==> src/rtl/ro_freq_window_counter.sv <==
// Counts synchronized rising edges of a divided ring-oscillator over a programmable CLK window.
// Optional RO_FREQ_AVG_EN: each result is the truncated mean of four back-to-back sub-windows.
module ro_freq_window_counter #(
    parameter int CNT_W       = 8,
    parameter int WIN_W       = 16,
    parameter int SYNC_STAGES = 2,
    parameter int GAP_CYCLES  = 4
) (
    input  logic             clk_i,
    input  logic             rst_i,
    input  logic             ro_div_i,
    input  logic             enable_i,
    input  logic [WIN_W-1:0] window_cycles_i,
    output logic [CNT_W-1:0] counter_o,
    output logic             count_done_o,
    output logic             overflow_o
);
    typedef enum logic [2:0] {IDLE, ARM, COUNT, DONE, GAP} state_e;

    localparam logic [WIN_W-1:0] ARM_LAST = WIN_W'(SYNC_STAGES);
    localparam logic [WIN_W-1:0] GAP_LAST = WIN_W'(GAP_CYCLES - 1);

    state_e               state_q;
    logic [SYNC_STAGES-1:0] sync_q;
    logic                 sync_qq;
    logic [WIN_W-1:0]     tmr_q;
    logic [CNT_W-1:0]     cnt_q;
    logic                 ovf_q;
    logic                 edge_det;
    logic                 tmr_last;
    logic [CNT_W-1:0]     cnt_d;
    logic                 ovf_d;
    logic [WIN_W-1:0]     win_m1;

    // Synchronizer plus one extra flop so edge detection only sees settled values
    always_ff @(posedge clk_i) begin
        if (rst_i) begin
            sync_q  <= '0;
            sync_qq <= 1'b0;
        end else begin
            sync_q  <= {sync_q[SYNC_STAGES-2:0], ro_div_i};
            sync_qq <= sync_q[SYNC_STAGES-1];
        end
    end

    assign edge_det = sync_q[SYNC_STAGES-1] & ~sync_qq;
    assign tmr_last = (tmr_q == '0);
    assign cnt_d    = (edge_det && !(&cnt_q)) ? cnt_q + 1'b1 : cnt_q;
    assign ovf_d    = ovf_q | (edge_det & (&cnt_q));
    assign win_m1   = (window_cycles_i == '0) ? '0 : window_cycles_i - 1'b1;

`ifdef RO_FREQ_AVG_EN
    logic [WIN_W-1:0] win_q;
    logic [1:0]       sub_q;
    logic [CNT_W+1:0] acc_q;
    logic [CNT_W+1:0] acc_sum;

    assign acc_sum = acc_q + {2'b00, cnt_d};
`endif

    always_ff @(posedge clk_i) begin
        if (rst_i) begin
            state_q      <= IDLE;
            tmr_q        <= '0;
            cnt_q        <= '0;
            ovf_q        <= 1'b0;
            counter_o    <= '0;
            overflow_o   <= 1'b0;
            count_done_o <= 1'b0;
`ifdef RO_FREQ_AVG_EN
            win_q        <= '0;
            sub_q        <= '0;
            acc_q        <= '0;
`endif
        end else begin
            count_done_o <= 1'b0;
            case (state_q)
                IDLE: begin
                    if (enable_i) begin
                        state_q <= ARM;
                        tmr_q   <= ARM_LAST;
                    end
                end
                ARM: begin
                    cnt_q <= '0;
                    ovf_q <= 1'b0;
`ifdef RO_FREQ_AVG_EN
                    sub_q <= '0;
                    acc_q <= '0;
`endif
                    if (!enable_i) begin
                        state_q <= IDLE;
                    end else if (tmr_last) begin
                        state_q <= COUNT;
                        tmr_q   <= win_m1;
`ifdef RO_FREQ_AVG_EN
                        win_q   <= win_m1;
`endif
                    end else begin
                        tmr_q <= tmr_q - 1'b1;
                    end
                end
                COUNT: begin
                    if (!enable_i) begin
                        state_q <= IDLE;
                    end else if (!tmr_last) begin
                        tmr_q <= tmr_q - 1'b1;
                        cnt_q <= cnt_d;
                        ovf_q <= ovf_d;
                    end else begin
`ifdef RO_FREQ_AVG_EN
                        // ovf_q is not cleared between sub-windows, so it ORs their flags
                        if (sub_q != 2'd3) begin
                            sub_q <= sub_q + 1'b1;
                            acc_q <= acc_sum;
                            cnt_q <= '0;
                            ovf_q <= ovf_d;
                            tmr_q <= win_q;
                        end else begin
                            counter_o    <= acc_sum[CNT_W+1:2];
                            overflow_o   <= ovf_d;
                            count_done_o <= 1'b1;
                            state_q      <= DONE;
                        end
`else
                        counter_o    <= cnt_d;
                        overflow_o   <= ovf_d;
                        count_done_o <= 1'b1;
                        state_q      <= DONE;
`endif
                    end
                end
                DONE: begin
                    state_q <= GAP;
                    tmr_q   <= GAP_LAST;
                end
                GAP: begin
                    if (tmr_last) begin
                        state_q <= enable_i ? ARM : IDLE;
                        tmr_q   <= ARM_LAST;
                    end else begin
                        tmr_q <= tmr_q - 1'b1;
                    end
                end
                default: state_q <= IDLE;
            endcase
        end
    end
endmodule

==> config.mk <==
export PLATFORM = sky130hd
export DESIGN_NAME = ro_freq_window_counter
export DESIGN_NICKNAME = d
export VERILOG_FILES = /design/src/rtl/ro_freq_window_counter.sv
export SDC_FILE = /design/constraint.sdc
export NUM_CORES = 1
export LEC_CHECK = 0
export ABC_AREA = 1
export ABC_CLOCK_PERIOD_IN_PS = 2850
export BUFFER_PORTS_ARGS = -buffer_cell sky130_fd_sc_hd__buf_4
export CORE_MARGIN = 2
export CORE_UTILIZATION = 65
export CTS_BUF_LIST = sky130_fd_sc_hd__clkbuf_4 sky130_fd_sc_hd__clkbuf_8
export CTS_CLUSTER_DIAMETER = 100
export CTS_CLUSTER_SIZE = 12
export DETAILED_ROUTE_END_ITERATION = 10
export PLACE_DENSITY = 0.94
export SLEW_MARGIN = 20
export SYNTH_ARGS = -nofsm -noshare
export SYNTH_HDL_FRONTEND = slang
export SYNTH_SLANG_ARGS = --single-unit
==> constraint.sdc <==
create_clock -name clk_i -period 2.85 [get_ports clk_i]
set_input_delay 0.1425 -clock clk_i [delete_from_list [all_inputs] [get_ports clk_i]]
set_output_delay 0.1425 -clock clk_i [all_outputs]
set_load 0.005 [all_outputs]
==> flow_metrics.py <==
metrics = {
    "setup_path": {
        "critPathMaxFanout": 8,
        "critPathSlowestCell": "dfxtp_1",
        "arrival_ps": 1950,
        "cp.depth": 8,
        "startpoint_type": "register",
        "crit_family": "simple AND/OR/NAND/NOR gates",
        "crit_end": "cnt_q[7]",
        "cpPeakStageDelay_ps": 400,
        "cp_num_buf_inv": 1,
        "critical_path_class": "register to register",
        "r2r_slack_ps": 1070,
        "crit_start": "cnt_q[0]",
        "reg2regPathDepth": 8,
        "worstReg2RegEnd": "cnt_q[7]",
        "crit_required_ps": 3020,
        "cp-end-kind": "register",
        "reg2reg_from": "cnt_q[0]",
        "cp_cell_sequence": "ha_1, and3_1, nand4_1, nand2_2, inv_2, or2_1, nand3_1, a21oi_1",
    },
    "sta": {
        "layout_min_cycle_time_ps": 1780,
        "hold_viol": 0,
        "fin_hold_ws_ps": 54.5,
        "max_freq_ghz": 0.562,
        "relSlewSlack_pct": 67.0,
        "fin_tns_setup_ps": 0,
        "slew_viol_final": 0,
        "rsz0062_at_grt": "no",
        "max_slew.worst_pin.slew_ps": 491,
        "clock_skew_ps": 7.24,
        "min_period_over_period_pct": 62.5,
        "final-setup-viol-count": 0,
        "finalWorstSetupSlack_ps": 1070,
    },
    "clocking": {
        "ctsRootBufferMaster": "clkbuf_8",
        "clk_latency_ps": 300,
        "cts_setup_buffers": 0,
        "cts_tree": "built",
        "cts_buffers": 5,
        "cts_hold_buf": 0,
        "ctsLongestPathBuffers": 2,
        "cts_resized": 0,
        "h-tree-depth": 2,
        "cts_sinks": 41,
        "clk_pin_slew_ps": 80,
    },
    "floorplan": {
        "start_util_pct": 66.9,
        "fp.dieW_microns": 73.2,
        "die_h_microns": 73.2,
        "num_rows": 25,
        "core_sq_um": 4660,
        "io_pins": 30,
        "die-area_sq_um": 5360,
    },
    "drt": {
        "viasPerCell": 5.63,
        "wl_met3_microns": 343,
        "wl_per_cell_microns": 13.3,
        "top_layer": "met4",
        "wl_met1_microns": 3180,
        "dr_total_vias": 3242,
        "dr_wl_met2_microns": 3830,
        "drt_iter0_drc": 193,
        "drt_wl_total_microns": 7670,
        "ant_nets": 0,
        "drt-pass1-iter-count": 6,
        "drc": 0,
    },
    "power": {
        "switching_share_pct": 36.4,
        "p_switching_mw": 0.520,
        "pwr-share-comb_pct": 31.8,
        "p_seq_share_pct": 41.7,
        "p_per_area_nw_per_um2": 416,
        "total_power_mw": 1.43,
        "p_clk_share_pct": 26.5,
        "vdd_drop_max_mv": 0.276,
        "leakage_nw": 1.65,
        "internal_power_mw": 0.909,
    },
    "yosys": {
        "ys_types": 37,
        "syn_area_sq_um": 3120,
        "yosys_register_bits": 41,
        "synth_top_family_by_area": "simple AND/OR/NAND/NOR gates",
        "yosys.area_share.simple_pct": 46.0,
        "syn_inst": 492,
        "ys_seq_area_share_pct": 26.3,
        "synth.area.mux_share_pct": 0,
        "syn_nets": 516,
        "synth_xor_area_share_pct": 6.74,
        "synth_compound_area_share_pct": 10.8,
        "synth_top_flop_cell": "dfxtp_1",
        "yosys.area_share.adder_pct": 1.61,
        "syn_avg_cell_area_sq_um": 6.33,
        "yosys_warnings": 0,
        "synth_edf_count": 0,
        "async_reset_ff_share_pct": 0,
    },
    "global_routing": {
        "overflow": 0,
        "antenna_found_initial": 0,
        "grt_pass1_wl_microns": 13100,
        "grt_pass1_vias": 3093,
        "grt_max_degree": 34,
        "grt_usage_pct": 30.8,
    },
    "finish": {
        "drive_gt1_share_pct": 17.0,
        "fill_cells": 379,
        "final_common_cell": "nand2_1",
        "layout_common_cells": "nand2_1, nor2_1, inv_1",
        "n_antenna_cell": 0,
        "area_growth_syn_to_layout_pct": 10.3,
        "fin_nets": 545,
        "stdcell_count": 576,
    },
    "place": {
        "dpl.cell_count": 568,
        "port_buffers": 29,
        "place_ws_ps": 1120,
        "hpwl_microns": 5820,
        "place.gp.congestion": 1.05,
    },
    "run_status": {
        "status": "complete, no violations",
    },
    "worst_hold_path": {
        "hold_class": "primary input to register",
    },
    "job": {
        "maxCapViolCount": 0,
    },
}
Yosys cell counts (2+ instances only):
| cell type | count | area (sq um) |
|---|---|---|
| a21oi_1 | 32 | 160 |
| a21oi_2 | 6 | 52.6 |
| a31oi_1 | 2 | 12.5 |
| buf_6 | 2 | 22.5 |
| clkbuf_1 | 2 | 7.51 |
| dfxtp_1 | 41 | 821 |
| ha_1 | 4 | 50.1 |
| inv_1 | 43 | 161 |
| inv_2 | 10 | 37.5 |
| nand2_1 | 164 | 616 |
| nand2_2 | 5 | 31.3 |
| nand2_4 | 3 | 33.8 |
| nand3_1 | 31 | 155 |
| nand3_2 | 5 | 50.1 |
| nand3b_1 | 2 | 15.0 |
| nand4_1 | 5 | 31.3 |
| nor2_1 | 50 | 188 |
| nor2_2 | 9 | 56.3 |
| nor2_4 | 7 | 78.8 |
| nor2_8 | 3 | 60.1 |
| nor3_1 | 5 | 25.0 |
| o21ai_0 | 12 | 60.1 |
| o21ai_1 | 6 | 30.0 |
| o21bai_1 | 2 | 15.0 |
| or2_1 | 7 | 43.8 |
| xnor2_1 | 7 | 61.3 |
| xor2_1 | 17 | 149 |
logic make-up (layout without fill, tap and decap cells):
kind of cell,after synthesis,in the layout
buffers and inverters,62,92
and+or+nand+nor,300,300
xor gates and xnor gates,24,24
adders and majority gates,4,4
DFF,41,41
AOI/OAI and AO/OA,61,61
state kept, by name, summed over array words and instances (netlist names):
name and count:
count_done_o 1, sync_q 2, overflow_o 1, sync_qq 1, counter_o 8, tmr_q 16, state_q 3, ovf_q 1
cnt_q 8
power groups by stage:
stage	registers, mW	logic (mW)	clock network, mW
after global routing	0.597	0.505	0.407
after CTS	0.595	0.449	0.384
final	0.596	0.455	0.379
after floorplan	0.607	0.343	0
after global placement	0.608	0.430	0
after detailed placement	0.609	0.445	0
how the worst min path moves through the flow:
stage	startpoint	end	slack, ps	depth (start not counted)
2_1_floorplan	ro_div_i	sync_q[0]	250	2
3_3_place_gp	ro_div_i	sync_q[0]	340	3
3_5_place_dp	ro_div_i	sync_q[0]	360	3
4_1_cts	ro_div_i	sync_q[0]	50	3
5_1_grt	ro_div_i	sync_q[0]	80	3
6_report	ro_div_i	sync_q[0]	50	3
metrics by stage:
stage,utilization [%],instance area (sq um)
2_1_floorplan,-,3120
4_1_cts,73.7,3440
3_3_place_gp,71.9,3350
5_1_grt,73.7,3440
3_5_place_dp,71.9,3350
6_report,73.7,3440
cell type report:
| class | count | area [sq um] | share of cell area, % |
|---|---|---|---|
| Clock buffer | 5 | 68.8 | 2.00 |
| Clock inverter | 3 | 17.5 | 0.510 |
| Inverter | 55 | 211 | 6.15 |
| Tap cell | 54 | 67.6 | 1.97 |
| Sequential cell | 41 | 821 | 23.9 |
| Multi-Input combinational cell | 389 | 2030 | 59.2 |
| Timing Repair Buffer | 29 | 218 | 6.33 |
layer usage:
layer / vias to the layer above / track usage [%]
li1: 1614 / -
met1: 1482 / 34.8
met2: 111 / 55.1
met3: 35 / 4.97
met4: 0 / 16.0
met5: - / 0
tightest hold or removal path, cell delays in order:
cell and delay, ps:
buf_4 80, inv_1 30, nor2_1 70
Note: power is estimated with default switching activity, not from simulation.
